==> src/rtl/multicycle_ctrl.sv <==
// multicycle_ctrl: control FSM sequencing the multi-cycle RV32I datapath strobes, selects and memory handshakes
module multicycle_ctrl #(
  parameter int TO_W   = 4,
  parameter int TO_MAX = 15
) (
  input  logic       clk,
  input  logic       rst,
  input  logic [6:0] opcode,
  input  logic [2:0] funct3,
  input  logic       zero,
  input  logic       mem_ready,
  output logic       pc_load,
  output logic       ir_load,
  output logic       a_load,
  output logic       b_load,
  output logic       aluout_load,
  output logic       mdr_load,
  output logic       rf_write,
  output logic       mem_read,
  output logic       mem_write,
  output logic [1:0] alu_src_a,
  output logic [1:0] alu_src_b,
  output logic [1:0] alu_op,
  output logic [1:0] pc_src,
  output logic [1:0] wb_sel,
  output logic [3:0] state,
  output logic       mem_err
);
  typedef enum logic [3:0] {
    FETCH  = 4'd0,
    DECODE = 4'd1,
    EXEC_R = 4'd2,
    EXEC_I = 4'd3,
    ADDR   = 4'd4,
    MEM_RD = 4'd5,
    MEM_WR = 4'd6,
    WB_ALU = 4'd7,
    WB_MEM = 4'd8,
    BRANCH = 4'd9,
    JAL    = 4'd10,
    ERROR  = 4'd11
  } state_e;
  state_e          state_q, state_d;
  logic [TO_W-1:0] cnt_q, cnt_d;
  logic            mem_st, stall, timeout, taken;
  logic            pc_load_c, ir_load_c, a_load_c, b_load_c, aluout_load_c, mdr_load_c;
  logic            rf_write_c, mem_read_c, mem_write_c;
  logic [1:0]      alu_src_a_c, alu_src_b_c, alu_op_c, pc_src_c, wb_sel_c;
  assign mem_st  = (state_q == FETCH) || (state_q == MEM_RD) || (state_q == MEM_WR);
  assign stall   = mem_st && !mem_ready;
  assign timeout = stall && (cnt_q == TO_W'(TO_MAX));
  assign taken   = ((funct3 == 3'b000) && zero) || ((funct3 == 3'b001) && !zero);
  // state and wait-timeout registers; reset aborts any instruction in flight
  always_ff @(posedge clk or negedge rst) begin
    if (!rst) begin
      state_q <= FETCH;
      cnt_q   <= '0;
    end else begin
      state_q <= state_d;
      cnt_q   <= cnt_d;
    end
  end
  // next state: opcode decode, memory waits, timeout escape, and trap for unused codes
  always_comb begin
    state_d = state_q;
    case (state_q)
      FETCH:  state_d = mem_ready ? DECODE : FETCH;
      DECODE: begin
        case (opcode)
          7'b0110011: state_d = EXEC_R;
          7'b0010011: state_d = EXEC_I;
          7'b0000011: state_d = ADDR;
          7'b0100011: state_d = ADDR;
          7'b1100011: state_d = BRANCH;
          7'b1101111: state_d = JAL;
          default:    state_d = ERROR;
        endcase
      end
      EXEC_R: state_d = WB_ALU;
      EXEC_I: state_d = WB_ALU;
      ADDR:   state_d = opcode[5] ? MEM_WR : MEM_RD;
      MEM_RD: state_d = mem_ready ? WB_MEM : MEM_RD;
      MEM_WR: state_d = mem_ready ? FETCH : MEM_WR;
      WB_ALU: state_d = FETCH;
      WB_MEM: state_d = FETCH;
      BRANCH: state_d = FETCH;
      JAL:    state_d = FETCH;
      ERROR:  state_d = ERROR;
      default: state_d = ERROR;
    endcase
    if (timeout) state_d = ERROR;
    cnt_d = (state_d != state_q) ? '0 : stall ? cnt_q + 1'b1 : cnt_q;
  end
  // per-state datapath controls; the ready/taken qualified strobes are the only combinational paths
  always_comb begin
    pc_load_c     = 1'b0;
    ir_load_c     = 1'b0;
    a_load_c      = 1'b0;
    b_load_c      = 1'b0;
    aluout_load_c = 1'b0;
    mdr_load_c    = 1'b0;
    rf_write_c    = 1'b0;
    mem_read_c    = 1'b0;
    mem_write_c   = 1'b0;
    alu_src_a_c   = 2'b00;
    alu_src_b_c   = 2'b00;
    alu_op_c      = 2'b00;
    pc_src_c      = 2'b00;
    wb_sel_c      = 2'b00;
    case (state_q)
      FETCH: begin
        mem_read_c  = 1'b1;
        alu_src_b_c = 2'b01;
        pc_load_c   = mem_ready;
        ir_load_c   = mem_ready;
      end
      DECODE: begin
        a_load_c      = 1'b1;
        b_load_c      = 1'b1;
        aluout_load_c = 1'b1;
        alu_src_a_c   = 2'b10;
        alu_src_b_c   = 2'b10;
      end
      EXEC_R: begin
        alu_src_a_c   = 2'b01;
        alu_op_c      = 2'b10;
        aluout_load_c = 1'b1;
      end
      EXEC_I: begin
        alu_src_a_c   = 2'b01;
        alu_src_b_c   = 2'b10;
        alu_op_c      = 2'b11;
        aluout_load_c = 1'b1;
      end
      ADDR: begin
        alu_src_a_c   = 2'b01;
        alu_src_b_c   = 2'b10;
        aluout_load_c = 1'b1;
      end
      MEM_RD: begin
        mem_read_c = 1'b1;
        mdr_load_c = mem_ready;
      end
      MEM_WR: mem_write_c = 1'b1;
      WB_ALU: rf_write_c = 1'b1;
      WB_MEM: begin
        rf_write_c = 1'b1;
        wb_sel_c   = 2'b01;
      end
      BRANCH: begin
        alu_src_a_c = 2'b01;
        alu_op_c    = 2'b01;
        pc_src_c    = 2'b01;
        pc_load_c   = taken;
      end
      JAL: begin
        rf_write_c = 1'b1;
        wb_sel_c   = 2'b10;
        pc_load_c  = 1'b1;
        pc_src_c   = 2'b01;
      end
      default: ;
    endcase
  end
  assign pc_load     = rst & pc_load_c;
  assign ir_load     = rst & ir_load_c;
  assign a_load      = rst & a_load_c;
  assign b_load      = rst & b_load_c;
  assign aluout_load = rst & aluout_load_c;
  assign mdr_load    = rst & mdr_load_c;
  assign rf_write    = rst & rf_write_c;
  assign mem_read    = rst & mem_read_c;
  assign mem_write   = rst & mem_write_c;
  assign alu_src_a   = rst ? alu_src_a_c : 2'b00;
  assign alu_src_b   = rst ? alu_src_b_c : 2'b00;
  assign alu_op      = rst ? alu_op_c : 2'b00;
  assign pc_src      = rst ? pc_src_c : 2'b00;
  assign wb_sel      = rst ? wb_sel_c : 2'b00;
  assign state       = state_q;
  assign mem_err     = (state_q == ERROR);
endmodule

==> config.mk <==
export PLATFORM = sky130hd
export DESIGN_NAME = multicycle_ctrl
export DESIGN_NICKNAME = d
export VERILOG_FILES = /design/src/rtl/multicycle_ctrl.sv
export SDC_FILE = /design/constraint.sdc
export NUM_CORES = 1
export LEC_CHECK = 0
export ABC_CLOCK_PERIOD_IN_PS = 2960
export CORE_AREA = 2 2 51 53
export DETAILED_ROUTE_END_ITERATION = 10
export DIE_AREA = 0 0 53 55
export MAX_ROUTING_LAYER = met4
export PLACE_DENSITY = 0.78
export SETUP_SLACK_MARGIN = 0.5
export SLEW_MARGIN = 30
export SYNTH_ARGS = -nofsm -noshare
export SYNTH_HDL_FRONTEND = slang
export SYNTH_SLANG_ARGS = --single-unit
==> constraint.sdc <==
create_clock -name clk -period 2.96 [get_ports clk]
set_clock_uncertainty 0.15 [all_clocks]
set_input_delay 0.592 -clock clk [delete_from_list [all_inputs] [get_ports clk]]
set_output_delay 0.592 -clock clk [all_outputs]
set_load 0.01 [all_outputs]
==> impl_results.md <==
- Share of layout cells above drive strength 1: 34.25%
- Post-DP HPWL: 2.208 mm
- Pins over their slew limit: 0
- Via Count: 1218
- Post-route ant nets: 0
- H-tree Lvls: 1
- Setup total negative slack: 0 ns
- Critical Path End Type: register
- Clock slew at reported path FFs: 0.06 ns
- Most frequent cells in the layout: 17 x buf_4, 13 x nand2_1, 13 x dlygate4sd2_1
- Min Tclk post-route: 2.577 ns
- Mapped Nets: about 150
- Vias per cell: 5.773
- Cell count after placement: 196
- Post-synth top flop: dfrtp_1
- Yosys reg bits: 8
- First-pass GRT wire length: 5.112 mm
- Design Power: 1.736 mW
- IO Count: 38
- DRC Markers: 0
- Root buffer cell: clkbuf_4
- DIE WIDTH: 53 um
- RSZ-0062 raised after global routing: true
- Hold violation total from the final report: 0
- Multi-input logic area: 947.2 sq um
- Syn Inst Count: 131
- # hold bufs at CTS: 0
- Startpoint types: register
- Kind of critical path: register to register
- Vias in the first global route: 1124
- All-layer global routing usage: between 20% and 30%
- Iteration-0 DRC Markers: 27
- Ant. Diodes: 0
- # fillers: 172
- PortBufs: 36
- Largest net degree at the start of global routing: 24
- Static Leak: between 0.8 and 0.9 nW
- Pwr dens: 968.8 mW/mm^2
- Placeable Area: 0.002365 sq mm
- Nets: around 200
- Total CTS buffers: 3
- Post-Syn Area per Cell: 7.670 sq um
- Post-Layout Cell Count: 211
- Max VDD drop: between 0.7 and 0.8 mV
- Sink Count: 8
- DIE HEIGHT: 55 um
- Req. time, crit path: between 2 and 3 ns
- Site Rows: 18
- Sequential fraction of the synthesis area: 19.93%
- GPL Wtd Cong: 0.8475
- Crit-path max FO: 4
- Final WL: between 3 and 4 mm
- Post-Syn Area: 0.001005 sq mm
- Fmax: 0.3881 GHz
- CTS tree: done
- Drt pass-1 iters: 4
- Synth-to-layout area growth: 78.33%
- Overflow after GRT: 0
- Status: finished clean
- Routed len/inst: 16.81 um
- Yosys cell types: 50
- Min-Delay Path Class: input pin to asynchronous set/reset pin
- Commonest non-fill, non-tap cell in the layout: buf_4
- DIE AREA: 0.002915 sq mm
- Synth warnings: 0
- Signal arrival time at the worst endpoint: 2.58 ns
- Tcrit/Tclk final: about 87%
- Starting Density: 42.49%
- Clk_lat worst skew: 0.26 ns
- Finish-stage setup viols: 0
- Post-synth ARST share: 100.0%
- Flip-flop and latch area: 203.9 sq um
- Number of enable flip-flop cells after synthesis: 0
- Antenna violations before repair: 0
- Max_cap viols: 0
- Max clock buf depth: 2
through the flow:
step                      utilization (%)  area, sq um  setup WS, ns  hold slack, ns
after floorplan                         -         1005        0.5518          0.1464
after CTS                           67.51         1597        0.3497          0.2817
after detailed placement            59.89         1416      -0.01009          0.4869
final                               75.77         1792        0.3832          0.3036
after global routing                75.77         1792        0.3266          0.3343
after global placement              59.89         1416       0.01814          0.4443
worst paths after layout:
kind | start | end | slack (ns) | cells past startpoint
min in group clk | cnt_q[3] | cnt_q[3] | 0.57 | 2
hold reg to reg | cnt_q[3] | cnt_q[3] | 0.57 | 2
setup reg to reg | state[3] | cnt_q[2] | 0.38 | 7
setup / recovery | state[3] | cnt_q[2] | 0.38 | 7
max in group asynchronous | rst | state[2] | 2.21 | 2
hold / removal | rst | state[1] | 0.30 | 2
registers in the layout, indices dropped and copies added (netlist names):
register	count
state	4
cnt_q	4
routing by layer:
| layer | part of all wire (%) | global-route usage [%] | vias to the layer above | routed length, um |
|---|---|---|---|---|
| met4 | 1.8 | 6.410 | 0 | 63 |
| li1 | - | - | 573 | - |
| met2 | 50 | 43.75 | 47 | 1764 |
| met5 | 0 | - | - | 0 |
| met1 | 42 | 29.44 | 592 | 1504 |
| met3 | 6.0 | 2.419 | 6 | 214 |
what timing repair did:
| item | 4_1_cts | 5_1_grt |
|---|---|---|
| setup endpoints to repair | 22 | 14 |
| pin swaps | 11 | 7 |
| setup buffers | 6 | 6 |
| resized for setup | 49 | 33 |
critical path, cell delays in order, from the launching register on:
cell,delay (ns)
dfrtp_1,0.40
buf_4,0.15
or4b_4,0.50
or4_4,0.43
a22oi_2,0.33
xor2_4,0.16
buf_4,0.18
a2111oi_4,0.18
cells by family after synthesis:
family / after synthesis / share of synthesized area (%)
simple gates: 62 / 34.25
compound gates: 32 / 26.53
buf+inv: 17 / 8.717
xor+xnor: 8 / 6.974
flops: 8 / 19.93
mux: 2 / 1.993
fa+ha+maj: 1 / 1.245
other cells: 1 / 0.3732
where the power goes:
part | internal (mW) | switching [mW] | total (mW)
sequential | 0.144 | 0.0446 | 0.188
clock | 0.0466 | 0.0402 | 0.0868
combinational | 0.660 | 0.801 | 1.46
synthesized netlist by cell type, types with 3 or more instances:
library cell | instances | area (sq um)
nor3_1 | 7 | 35.03
nand2_1 | 14 | 52.55
dfrtp_1 | 8 | 200.2
nor2_1 | 12 | 45.04
and2_1 | 3 | 18.77
buf_4 | 4 | 30.03
nand2b_1 | 4 | 25.02
inv_1 | 5 | 18.77
clkbuf_1 | 4 | 15.01
a211oi_1 | 3 | 22.52
a2111oi_1 | 4 | 40.04
a21oi_1 | 8 | 40.04
xor2_1 | 6 | 52.55
o21ai_0 | 4 | 20.02
nor2b_1 | 3 | 18.77
area by class of cell:
cell class,count,share of cell area [%]
clock buffer,3,1.257
inverter,5,1.187
multi-input combinational,106,52.86
sequential,8,11.38
tap,30,2.095
timing repair buffer,59,31.22
(Power assumes the default switching activity.)
